<file path="config.mk">
export PLATFORM = sky130hd
export DESIGN_NAME = im_loader
export DESIGN_NICKNAME = d
export VERILOG_FILES = /design/src/rtl/im_pkg.sv /design/src/rtl/im_byte_packer.sv /design/src/rtl/im_loader.sv
export SDC_FILE = /design/constraint.sdc
export NUM_CORES = 1
export LEC_CHECK = 0
export BUFFER_PORTS_ARGS = -buffer_cell sky130_fd_sc_hd__buf_2
export CAP_MARGIN = 20
export CORE_MARGIN = 5
export CORE_UTILIZATION = 25
export CTS_BUF_LIST = sky130_fd_sc_hd__clkbuf_8
export DETAILED_ROUTE_END_ITERATION = 8
export RECOVER_POWER = 100
export SYNTH_ARGS = -nofsm -noshare
export SYNTH_HDL_FRONTEND = slang
export SYNTH_SLANG_ARGS = --single-unit
</file>
<file path="constraint.sdc">
create_clock -name clk_i -period 3.35 [get_ports clk_i]
set_input_delay 0.335 -clock clk_i [delete_from_list [all_inputs] [get_ports clk_i]]
set_output_delay 0.335 -clock clk_i [all_outputs]
set_load 0.02 [all_outputs]
</file>
<file path="src/rtl/im_pkg.sv">
// im_pkg: shared constants and FSM state encoding for the instruction-memory loader
package im_pkg;
   localparam int IM_WORD_BYTES = 4;
   localparam int IM_ADDR_STEP  = 4;
   localparam int IM_LEN_W      = 16;
   localparam logic [2:0] ST_IDLE  = 3'd0;
   localparam logic [2:0] ST_RECV  = 3'd1;
   localparam logic [2:0] ST_WRITE = 3'd2;
   localparam logic [2:0] ST_DONE  = 3'd3;
   localparam logic [2:0] ST_CSUM  = 3'd4;
endpackage

</file>
<file path="src/rtl/im_byte_packer.sv">
// im_byte_packer: shifts big-endian bytes into a 32-bit word and flags the 4th byte
module im_byte_packer
   import im_pkg::*;
(
   input  logic        clk,
   input  logic        rst,
   input  logic [7:0]  data,
   input  logic        accept,
   input  logic        clear,
   output logic [31:0] word,
   output logic        word_full
);
   logic [1:0] cnt;
   assign word_full = accept && cnt == 2'(IM_WORD_BYTES - 1);
   // byte counter and shift register; first byte ends up in [31:24]
   always_ff @(posedge clk or posedge rst)
      if (rst) begin
         cnt  <= '0;
         word <= '0;
      end else if (clear) begin
         cnt  <= '0;
         word <= '0;
      end else if (accept) begin
         cnt  <= cnt + 2'd1;
         word <= {word[23:0], data};
      end
endmodule

</file>
<file path="src/rtl/im_loader.sv">
// im_loader: packs a byte stream into words and writes them to instruction memory
// Optional trailing checksum word enabled by defining IM_LOADER_CHECKSUM_EN.
module im_loader
   import im_pkg::*;
#(
   parameter logic [31:0] BASE_ADDR = 32'h0000_0000,
   parameter int unsigned MAX_WORDS = 256
) (
   input  logic                clk_i,
   input  logic                rst_i,
   input  logic                start_i,
   input  logic [IM_LEN_W-1:0] len_i,
   input  logic [7:0]          byte_i,
   input  logic                byte_valid_i,
   output logic                byte_ready_o,
   output logic                we_o,
   output logic [31:0]         addr_o,
   output logic [31:0]         data_o,
   output logic                busy_o,
   output logic                done_o,
   output logic                err_o,
   output logic [IM_LEN_W-1:0] count_o
);
   logic [2:0]          state;
   logic [IM_LEN_W-1:0] len_q;
   logic                accept, full, start_ok, last, csum_bad;
   logic [31:0]         word;
   assign busy_o       = state != ST_IDLE;
   assign byte_ready_o = state == ST_RECV || state == ST_CSUM;
   assign we_o         = state == ST_WRITE;
   assign done_o       = state == ST_DONE;
   assign data_o       = word;
   assign accept       = byte_valid_i && byte_ready_o;
   assign start_ok     = state == ST_IDLE && start_i && len_i != '0 && 32'(len_i) <= MAX_WORDS;
   assign last         = count_o + 1'b1 == len_q;
   im_byte_packer u_packer (
      .clk       (clk_i),
      .rst       (rst_i),
      .data      (byte_i),
      .accept    (accept),
      .clear     (start_ok),
      .word      (word),
      .word_full (full)
   );
`ifdef IM_LOADER_CHECKSUM_EN
   localparam logic [2:0] ST_LAST = ST_CSUM;
   logic [31:0] sum;
   // running sum of every written word, compared against the trailing checksum word
   always_ff @(posedge clk_i or posedge rst_i)
      if (rst_i) sum <= '0;
      else if (start_ok) sum <= '0;
      else if (we_o) sum <= sum + word;
   assign csum_bad = {word[23:0], byte_i} != sum;
`else
   localparam logic [2:0] ST_LAST = ST_DONE;
   assign csum_bad = 1'b0;
`endif
   // load sequencing plus address/count/error bookkeeping
   always_ff @(posedge clk_i or posedge rst_i)
      if (rst_i) begin
         state   <= ST_IDLE;
         len_q   <= '0;
         count_o <= '0;
         addr_o  <= BASE_ADDR;
         err_o   <= 1'b0;
      end else
         case (state)
            ST_IDLE:
               if (start_ok) begin
                  len_q   <= len_i;
                  count_o <= '0;
                  err_o   <= 1'b0;
                  addr_o  <= BASE_ADDR;
                  state   <= ST_RECV;
               end else if (start_i) begin
                  err_o <= err_o | (32'(len_i) > MAX_WORDS);
                  state <= ST_DONE;
               end
            ST_RECV: if (full) state <= ST_WRITE;
            ST_WRITE: begin
               count_o <= count_o + 1'b1;
               addr_o  <= addr_o + 32'(IM_ADDR_STEP);
               state   <= last ? ST_LAST : ST_RECV;
            end
            ST_CSUM:
               if (full) begin
                  err_o <= err_o | csum_bad;
                  state <= ST_DONE;
               end
            default: state <= ST_IDLE;
         endcase
endmodule

</file>
==> results.json, run 1 <==
{
  "cp-end-kind": "register",
  "synth_xor_area_share_pct": 4.84,
  "grt_start_max_net_pins": 79,
  "fin_area_um2": 5800,
  "rsz0062_at_grt": "false",
  "synth_compound_area_share_pct": 9.32,
  "clock_skew_ns": 0.0122,
  "postSynthAreaPerCell_um2": 9.60,
  "power.share.sequential_pct": 42.5,
  "clk_pin_slew_ns": 0.10,
  "clk_latency_ns": 0.38,
  "combPwrFrac_pct": 39.2,
  "vias": 3975,
  "drt-total-wl_um": 12900,
  "cts_resized": 0,
  "drive_gt1_share_pct": 8.91,
  "dp_hpwl_um": 9190,
  "clockRootBuffer": "clkbuf_8",
  "die-area_um2": 22400,
  "syn_area_um2": 4890,
  "relSlewSlack_pct": 32.0,
  "initial_core_util_pct": 25.3,
  "row_count": 51,
  "power.switching_w": 0.00212,
  "fin_nets": 643,
  "grt.overflow.total": 0,
  "synth_seq_cells": 99,
  "ff2ff_setup_slack_ns": 0.58,
  "cts_sinks": 99,
  "powerDensity_nw_per_um2": 820,
  "grt_pass1_vias": 3940,
  "hold_viol": 0,
  "core-area_um2": 19300,
  "timing.final.crit_share_pct": 82.6,
  "antenna_found_initial": 1,
  "die_x_um": 150,
  "synth-main-ff-cell": "dfrtp_1",
  "min_from": "len_i[6]",
  "synth_top_area_share_pct": 50.7,
  "synth_cells": 509,
  "hold_class": "in2reg",
  "final_core_util_pct": 30.0,
  "cp-start-kind": "register",
  "arrival_ns": 3.03,
  "p_int_w": 0.00264,
  "synth_mux_area_share_pct": 9.04,
  "cp_max_fo": 17,
  "status": "completed",
  "drc": 0,
  "grt_pass1_wl_um": 21300,
  "drv_slew": 0,
  "vdd_ir_drop_max_mv": 0.487,
  "fp.dieH_um": 150,
  "synthArstFlopShare_pct": 100,
  "synth_edf_count": 0,
  "synthTopCellsByCount": "dfrtp_1 (99), nand2_1 (77), nor2_1 (59), mux2i_1 (43), o21ai_0 (41)",
  "whs_path_depth": 3,
  "r2r_cells": 6,
  "synth_fa_ha_area_share_pct": 0.768,
  "pwr-share-clk_pct": 18.3,
  "synth_top_family_by_area": "simple AND/OR/NAND/NOR gates",
  "critPathKind": "reg2reg",
  "period_minus_slack_ns": 2.77,
  "required_ns": 3.62,
  "fmax_mhz": 361,
  "setup_violations": 0,
  "drtIter0Drc": 174,
  "synth.most_common_cell": "dfrtp_1",
  "fill_cells": 2083,
  "ys_types": 45,
  "drt_pass1_iterations": 4,
  "seq_area_frac_synth_pct": 50.7,
  "dpl-instance-area_um2": 5690,
  "r2r-end": "addr_o[31]$_DFFE_PP0P_",
  "switching_share_pct": 44.6,
  "antenna_left": 0,
  "yosys.area.top_type": "dfrtp_1",
  "leakage_nw": 2.66,
  "post_cts_buffers": 0,
  "place_congestion": 0.786,
  "port_buffers": 110,
  "diodes": 0,
  "synth_area_leaders": "dfrtp_1 (51%), mux2i_1 (8.8%), nand2_1 (5.9%)",
  "grt.total_usage_pct": 11.9,
  "tns_ns": 0,
  "drt-wirelength-per-cell_um": 14.6,
  "maxCapViolCount": 0,
  "numCtsBuffers": 9,
  "area_growth_pct": 18.8,
  "io_pins": 113,
  "clockBufferDepth": 2,
  "tightest_slew_ns": 1.02,
  "yosys.area_share.simple_pct": 21.8,
  "cts_tree": "done",
  "vias_per_cell": 4.51,
  "h-tree-depth": 3,
  "min_to": "len_q[6]$_DFFE_PP0P_",
  "reg2reg_from": "state[0]$_DFFE_PP0P_",
  "ys.warnings.count": 0
}
## per-layer routing
layer	share of wire [%]	GRT usage, %
met1	48	16.7
met2	43	17.2
met3	8.0	4.75
met4	1.2	2.97
met5	0.16	0
## state kept, by name (all words and copies together), names as in the netlist
signal	count
count_o	16
addr_o	30
err_o	1
len_q	16
u_packer.word	32
u_packer.cnt	2
state	2
## metrics by stage
step           hold slack [ns]  setup WS [ns]  cells  power, W
3_5_place_dp             0.478          0.852    864   0.00404
3_3_place_gp             0.468          0.920    864   0.00400
5_1_grt                  0.153          0.339    882   0.00516
2_1_floorplan            0.447          0.425    510   0.00330
6_report                 0.163          0.583    882   0.00476
4_1_cts                  0.139          0.836    880   0.00494
## cell families (layout without fill, tap and decap cells)
logic type / Yosys count / after routing
AO/OA/AOI/OAI: 76 / 76
multiplexers: 44 / 44
XOR/XNOR: 27 / 27
AND/OR/NAND/NOR: 223 / 223
flip-flops: 99 / 99
adder cells (fa/ha/maj): 3 / 3
other: 1 / 2
buffers and inverters: 36 / 143
## layout by cell type, fill, tap and decap left out, types with 2 or more instances in the layout
| cell type | instances |
|---|---|
| nand2_1 | 76 |
| nand4b_1 | 2 |
| conb_1 | 2 |
| o211ai_1 | 7 |
| dfrtp_1 | 99 |
| and3_1 | 9 |
| o21ai_0 | 41 |
| inv_1 | 8 |
| mux2i_1 | 43 |
| inv_6 | 2 |
| a21o_1 | 2 |
| bufinv_16 | 2 |
| clkbuf_1 | 85 |
| o31ai_1 | 5 |
| and4_1 | 2 |
| nor4_1 | 5 |
| nand4_1 | 8 |
| nor3b_1 | 2 |
| nor3_1 | 8 |
| o22ai_1 | 4 |
| a21oi_1 | 8 |
| nor2b_1 | 4 |
| nor2_1 | 59 |
| o41ai_1 | 2 |
| a31oi_1 | 3 |
| and2_1 | 5 |
| xor2_1 | 14 |
| clkbuf_8 | 9 |
| nand2b_1 | 2 |
| nand3_1 | 29 |
| buf_2 | 28 |
| xnor2_1 | 13 |
| and2_0 | 5 |
| ha_1 | 3 |
## power by group through the flow
stage	Combinational (W)	Clock [W]	Sequential, W
2_1_floorplan	0.000973	0	0.00232
3_3_place_gp	0.00197	0	0.00203
3_5_place_dp	0.00200	0	0.00204
4_1_cts	0.00200	0.000925	0.00201
5_1_grt	0.00209	0.000973	0.00210
6_report	0.00187	0.000872	0.00202
## repair_timing
item	in CTS	in global routing
setup endpoints to repair	0	0
hold endpoints to repair	0	13
hold buffers	0	1
## final cells by class
class,instances,area (um^2),share of cell area (%)
sequential,99,2480,42.7
multi-input combinational,375,2220,38.3
timing repair buffer,117,509,8.77
tap,265,332,5.71
clock inverter,7,98.8,1.70
clock buffer,9,124,2.13
inverter,10,38.8,0.668
## worst max-delay path: stages (launching register included)
cell      delay [ns]
dfrtp_1         0.45
nand2b_1        0.49
nor4_1          0.89
and2_1          0.31
and3_1          0.25
nand4_1         0.13
mux2i_1         0.14
## worst max-delay path by stage
stage                             end  cells past startpoint  slack, ns                    from
5_1_grt        addr_o[31]$_DFFE_PP0P_                      6       0.34    state[0]$_DFFE_PP0P_
2_1_floorplan  addr_o[10]$_DFFE_PP0P_                      1       0.42                   rst_i
3_5_place_dp   addr_o[31]$_DFFE_PP0P_                      6       0.85    state[0]$_DFFE_PP0P_
6_report       addr_o[31]$_DFFE_PP0P_                      6       0.58    state[0]$_DFFE_PP0P_
4_1_cts        addr_o[31]$_DFFE_PP0P_                      6       0.84    state[0]$_DFFE_PP0P_
3_3_place_gp     state[1]$_DFFE_PP0P_                      7       0.92  count_o[0]$_DFFE_PP0P_
Power figures use the tool's default switching activity.
==> inputs of run 2 (changes only) <==
==> constraint.sdc (replaced) <==
create_clock -name clk_i -period 2.2 [get_ports clk_i]
set_input_delay 0.22 -clock clk_i [delete_from_list [all_inputs] [get_ports clk_i]]
set_output_delay 0.22 -clock clk_i [all_outputs]
set_load 0.02 [all_outputs]
==> run 2 against run 1 <==
Count of clock-buffer cells in the layout stayed put. Clock power is 25% higher. Core utilization is 1.0 points higher. Routed wire length is 0.48% lower. Hold slack worse by 0.11 ns. Sequential share of layout area is 1.4 points lower. Clock skew is 0.0034 ns lower. Die area stayed put. Flip-flop and latch count stayed put. Combinational power is 68% higher. Largest cell class unchanged.
==> results.json, run 2 (synthesis gave the netlist of run 1 again) <==
{
  "period_minus_slack_ns": 2.01,
  "cp_max_fo": 5,
  "h-tree-depth": 3,
  "post_cts_buffers": 0,
  "fmax_mhz": 498,
  "drtIter0Drc": 204,
  "crit_end": "state[1]$_DFFE_PP0P_",
  "met3_length_um": 920,
  "drt-wirelength-per-cell_um": 14.1,
  "grt.overflow.total": 0,
  "clk_pin_slew_ns": 0.10,
  "r2r-end": "state[1]$_DFFE_PP0P_",
  "place_congestion": 0.784,
  "top_register": "u_packer.word",
  "hold_slack_ns": 0.0504,
  "r2r_cells": 8,
  "area_growth_pct": 22.8,
  "port_buffers": 110,
  "mostFrequentLayoutCells": "dfrtp_1 (99), clkbuf_1 (82), nand2_1 (76), nor2_1 (59), mux2i_1 (43)",
  "final_core_util_pct": 31.0,
  "clock_skew_ns": 0.00881,
  "layout_commonest_cell": "dfrtp_1",
  "fin_nets": 668,
  "required_ns": 2.52,
  "cp-startpoint": "count_o[1]$_DFFE_PP0P_",
  "drive_gt1_share_pct": 14.0,
  "dp_cells": 890,
  "fp.dieH_um": 150,
  "vias_per_cell": 4.48,
  "critPathKind": "reg2reg",
  "relSlewSlack_pct": 8.11,
  "ff2ff_setup_slack_ns": 0.19,
  "tightest_slew_ns": 1.38,
  "hold_viol": 0,
  "timing.final.crit_share_pct": 91.2,
  "wl_met1_um": 6270,
  "reg2reg_from": "count_o[1]$_DFFE_PP0P_",
  "antenna_left": 0,
  "cp-start-kind": "register",
  "leakage_nw": 2.78,
  "io_pins": 113,
  "drt-total-wl_um": 12800,
  "clockBufferDepth": 2,
  "vdd_ir_drop_max_mv": 0.738,
  "stdcell_count": 908,
  "vias": 4069,
  "wl_met2_um": 5490,
  "hold_class": "in2reg",
  "cts_sinks": 99,
  "grt_pass1_wl_um": 21100,
  "status": "completed",
  "row_count": 51,
  "drv_slew": 0,
  "numCtsBuffers": 9,
  "top_regs": "u_packer.word x32, addr_o x30",
  "cts_tree": "done",
  "grt.total_usage_pct": 11.8,
  "clk_latency_ns": 0.38,
  "die_x_um": 150,
  "setup_violations": 0,
  "initial_core_util_pct": 25.3,
  "powerDensity_nw_per_um2": 1200,
  "grt_pass1_vias": 3969,
  "drt_pass1_iterations": 4,
  "antenna_found_initial": 4,
  "drc": 0,
  "top_layer_used": "met5",
  "clockRootBuffer": "clkbuf_8",
  "dp_hpwl_um": 9150,
  "cp-end-kind": "register",
  "maxCapViolCount": 0,
  "die-area_um2": 22400,
  "largest_reg_flops": 32,
  "grt_start_max_net_pins": 100,
  "arrival_ns": 2.33,
  "core-area_um2": 19300
}
run 2: cell type report:
class | count | area, um^2
timing repair buffer | 142 | 709
multi-input combinational | 375 | 2270
clock inverter | 7 | 46.3
fill | 2060 | 13300
antenna | 1 | 2.50
tap | 265 | 332
sequential | 99 | 2480
clock buffer | 9 | 124
inverter | 10 | 41.3
run 2: repair_timing:
item | 4_1_cts | 5_1_grt
hold buffers | 1 | 0
endpoints found under the setup margin | 0 | 2
hold endpoints to repair | 35 | 0
gates resized for setup | 0 | 8
run 2: power by group:
part	switching (W)	total [W]	internal [W]
Clock	0.000681	0.00109	0.000408
Sequential	0.000581	0.00297	0.00239
Combinational	0.00201	0.00314	0.00113
Total	0.00328	0.00721	0.00393
run 2: worst min path at each step:
stage                                              end  slack, ns  cells past startpoint     start
after floorplan                   len_q[0]$_DFFE_PP0P_       0.33                      2  len_i[0]
after global placement    u_packer.word[5]$_DFFE_PP0P_       0.43                      3     rst_i
after detailed placement  u_packer.word[5]$_DFFE_PP0P_       0.43                      3     rst_i
after CTS                         len_q[6]$_DFFE_PP0P_       0.02                      3  len_i[6]
after global routing              len_q[2]$_DFFE_PP0P_       0.04                      3  len_i[2]
final                             len_q[6]$_DFFE_PP0P_       0.05                      3  len_i[6]
run 2: critical path, stage by stage (launching register included):
cell and delay, ns:
dfrtp_1 0.44, ha_2 0.26, nand3_1 0.21, nor2_1 0.18, and3_1 0.21, xnor2_1 0.10
nor4_2 0.27, buf_4 0.17, a21o_1 0.10
run 2: through the flow:
step                cell area, um^2  TNS (ns)  total power, W  worst slack, ns
floorplan                      4890         0         0.00502            0.212
global route                   6000   -0.0109         0.00782          -0.0109
CTS                            6110         0         0.00744           0.0988
finish                         6000         0         0.00721            0.193
global placement               5930         0         0.00624           0.0344
detailed placement             5930         0         0.00630           0.0269
run 2: layer usage:
layer / track usage [%] / up-vias
met5: 0 / -
met4: 2.74 / 6
met3: 4.82 / 11
met2: 16.9 / 105
met1: 16.6 / 1928
li1: - / 2019
==> inputs of run 3 (changes only) <==
--- a/config.mk
+++ b/config.mk
@@ -5,6 +5,7 @@
 export SDC_FILE = /design/constraint.sdc
 export NUM_CORES = 1
 export LEC_CHECK = 0
+export ABC_AREA = 1
 export BUFFER_PORTS_ARGS = -buffer_cell sky130_fd_sc_hd__buf_2
 export CAP_MARGIN = 20
 export CORE_MARGIN = 5
==> run 3 against run 2 <==
Global-route usage rose by 0.32 points. Clock skew increased by 0.010 ns. Synthesized cell count is 25% higher. Final cell count grew 13%. Clock power is 5% higher. Core utilization down 0.97 points. Largest cell class unchanged. Routed wire length grew 11%. Combinational power decreased by 9.9%. Critical path type is now reg2out.
==> results.json, run 3 <==
{
  "synthTopCellsByCount": "nand2_1 (132), dfrtp_1 (99), inv_1 (93), nand3_1 (76), nor2_1 (45)",
  "required_ns": 1.98,
  "maxCapViolCount": 0,
  "synth_edf_count": 0,
  "path_buf_inv": 3,
  "fin_nets": 780,
  "h-tree-depth": 3,
  "syn_area_um2": 5110,
  "cp-end-kind": "output pin",
  "die-area_um2": 23400,
  "crit_end": "we_o",
  "numCtsBuffers": 9,
  "vdd_ir_drop_max_mv": 0.583,
  "clk_pin_slew_ns": 0.10,
  "status": "completed",
  "area_growth_pct": 18.7,
  "synth_area_leaders": "dfrtp_1 (49%), nand2_1 (9.7%), nand3_1 (7.4%)",
  "cts_tree": "done",
  "grt_start_max_net_pins": 65,
  "largest_reg_flops": 32,
  "cp.depth": 4,
  "fmax_mhz": 492,
  "tns_ns": 0,
  "fill_cells": 2244,
  "whs_path_depth": 3,
  "top_regs": "u_packer.word x32, addr_o x30",
  "place_congestion": 0.831,
  "drt-wirelength-per-cell_um": 13.9,
  "setup_ws_ns": 0.168,
  "drv_slew": 0,
  "clock_skew_ns": 0.0188,
  "clk_latency_ns": 0.38,
  "vias_per_cell": 4.49,
  "crit_slowest_cell": "dfrtp_1",
  "seq_area_frac_synth_pct": 48.5,
  "clockBufferDepth": 2,
  "top_register": "u_packer.word",
  "cts_sinks": 99,
  "synth_top_area_share_pct": 48.5,
  "critPathKind": "reg2out",
  "synth_cells": 634,
  "crit_chain": "nand2_2, clkinv_2, clkbuf_4, buf_2",
  "relSlewSlack_pct": 38.2,
  "drt_pass1_iterations": 5,
  "ys_types": 38,
  "cts.hold.buffers_added": 1,
  "row_count": 52,
  "diodes": 0,
  "drt-total-wl_um": 14300,
  "cp_max_fo": 17,
  "dp_cells": 1007,
  "cp_top_family": "buffers and inverters",
  "period_minus_slack_ns": 2.03,
  "place_ws_ns": 0.305,
  "grt_pass1_wl_um": 23200,
  "drtIter0Drc": 245,
  "grt.overflow.total": 0,
  "ys.warnings.count": 0,
  "drc": 0,
  "layout_commonest_cell": "nand2_1",
  "vias": 4594,
  "ff_latch_area_um2": 2480,
  "hold_viol": 0,
  "reg2reg_from": "state[1]$_DFFE_PP0P_",
  "arrival_ns": 1.81,
  "synth_seq_cells": 99,
  "io_pins": 113,
  "port_buffers": 110,
  "fp.dieH_um": 153,
  "clockRootBuffer": "clkbuf_8",
  "mostFrequentLayoutCells": "nand2_1 (132), dfrtp_1 (99), inv_1 (96), clkbuf_1 (85), nand3_1 (76)",
  "initial_core_util_pct": 25.3,
  "tightest_slew_ns": 0.927,
  "synth-main-ff-cell": "dfrtp_1",
  "grt_pass1_vias": 4497,
  "grt.total_usage_pct": 12.1,
  "powerDensity_nw_per_um2": 1120,
  "antenna_found_initial": 0,
  "dpl-instance-area_um2": 6000,
  "core-area_um2": 20200,
  "cp-startpoint": "state[1]$_DFFE_PP0P_",
  "yosys.area.top_type": "dfrtp_1",
  "post_cts_buffers": 0,
  "antenna_left": 0,
  "fin_area_um2": 6060,
  "stdcell_count": 1023,
  "cts_resized": 0,
  "leakage_nw": 2.88,
  "setup_violations": 0,
  "dp_hpwl_um": 10600,
  "drive_gt1_share_pct": 10.8,
  "timing.final.crit_share_pct": 92.3,
  "r2r_cells": 7,
  "synthArstFlopShare_pct": 100,
  "rsz0062_at_grt": "false",
  "hold_class": "in2reg",
  "r2r-end": "len_q[14]$_DFFE_PP0P_",
  "die_x_um": 153,
  "multiInputGateArea_um2": 2160,
  "critPathMaxStageDelay_ns": 0.46,
  "synth.most_common_cell": "nand2_1",
  "ff2ff_setup_slack_ns": 0.26,
  "postSynthAreaPerCell_um2": 8.06,
  "cp-start-kind": "register"
}
## run 3: changes by cell type in the layout (fill, tap and decap cells not counted), sizes merged, moves of 20 or more
cell	delta
inv	+89
nand2	+63
nand3	+49
mux2i	-37
buf	-24
o22ai	+20
## run 3: area by class of cell
cell class / count / area share (%)
Multi-Input combinational cell: 420 / 35.7
Clock inverter: 6 / 0.867
Sequential cell: 99 / 40.9
Inverter: 96 / 6.03
Tap cell: 270 / 5.57
Clock buffer: 9 / 2.04
Timing Repair Buffer: 123 / 8.98
## run 3: power by group
group / internal [W] / total [W] / switching, W / leakage (nW)
clock: 0.000505 / 0.00114 / 0.000632 / 0.100
combinational: 0.000826 / 0.00283 / 0.00201 / 1.59
sequential: 0.00235 / 0.00285 / 0.000502 / 1.18
## run 3: metal layers
layer / vias to the layer above / track usage (%) / routed length, um
met2: 115 / 19.1 / 6480
met1: 2169 / 15.6 / 6600
li1: 2296 / - / -
met3: 14 / 4.78 / 1010
met4: 0 / 3.31 / 174
met5: - / 0 / 0
## run 3: kinds of logic (layout without fill, tap and decap cells)
kind of cell / Yosys count / after routing / synth area share, %
other cells: 1 / 2 / 0.0734
xor+xnor: 8 / 8 / 1.71
flops: 99 / 99 / 48.5
fa+ha+maj: 3 / 3 / 0.735
buf+inv: 116 / 234 / 9.19
compound gates: 91 / 91 / 9.90
simple gates: 310 / 310 / 28.7
mux: 6 / 6 / 1.18
## run 3: per-stage QoR
step	hold slack [ns]	util [%]	power (W)
3_5_place_dp	0.392	29.8	0.00590
5_1_grt	0.0532	30.1	0.00735
2_1_floorplan	0.367	-	0.00474
3_3_place_gp	0.391	29.8	0.00587
4_1_cts	0.0512	30.7	0.00707
6_report	0.0807	30.1	0.00682
## run 3: tightest hold or removal path, delay by kind of cell
family | cells | cell delay, ns
AOI/OAI and AO/OA | 1 | 0.06
buffers and inverters | 1 | 0.07
and+or+nand+nor | 1 | 0.06
## run 3: worst min path at each step
stage / from / end / slack, ns
final: byte_i[1] / u_packer.word[1]$_DFFE_PP0P_ / 0.08
after global routing: byte_i[1] / u_packer.word[1]$_DFFE_PP0P_ / 0.05
after CTS: byte_i[4] / u_packer.word[4]$_DFFE_PP0P_ / 0.05
after detailed placement: rst_i / len_q[2]$_DFFE_PP0P_ / 0.39
after global placement: rst_i / state[0]$_DFFE_PP0P_ / 0.39
after floorplan: byte_i[4] / u_packer.word[4]$_DFFE_PP0P_ / 0.37
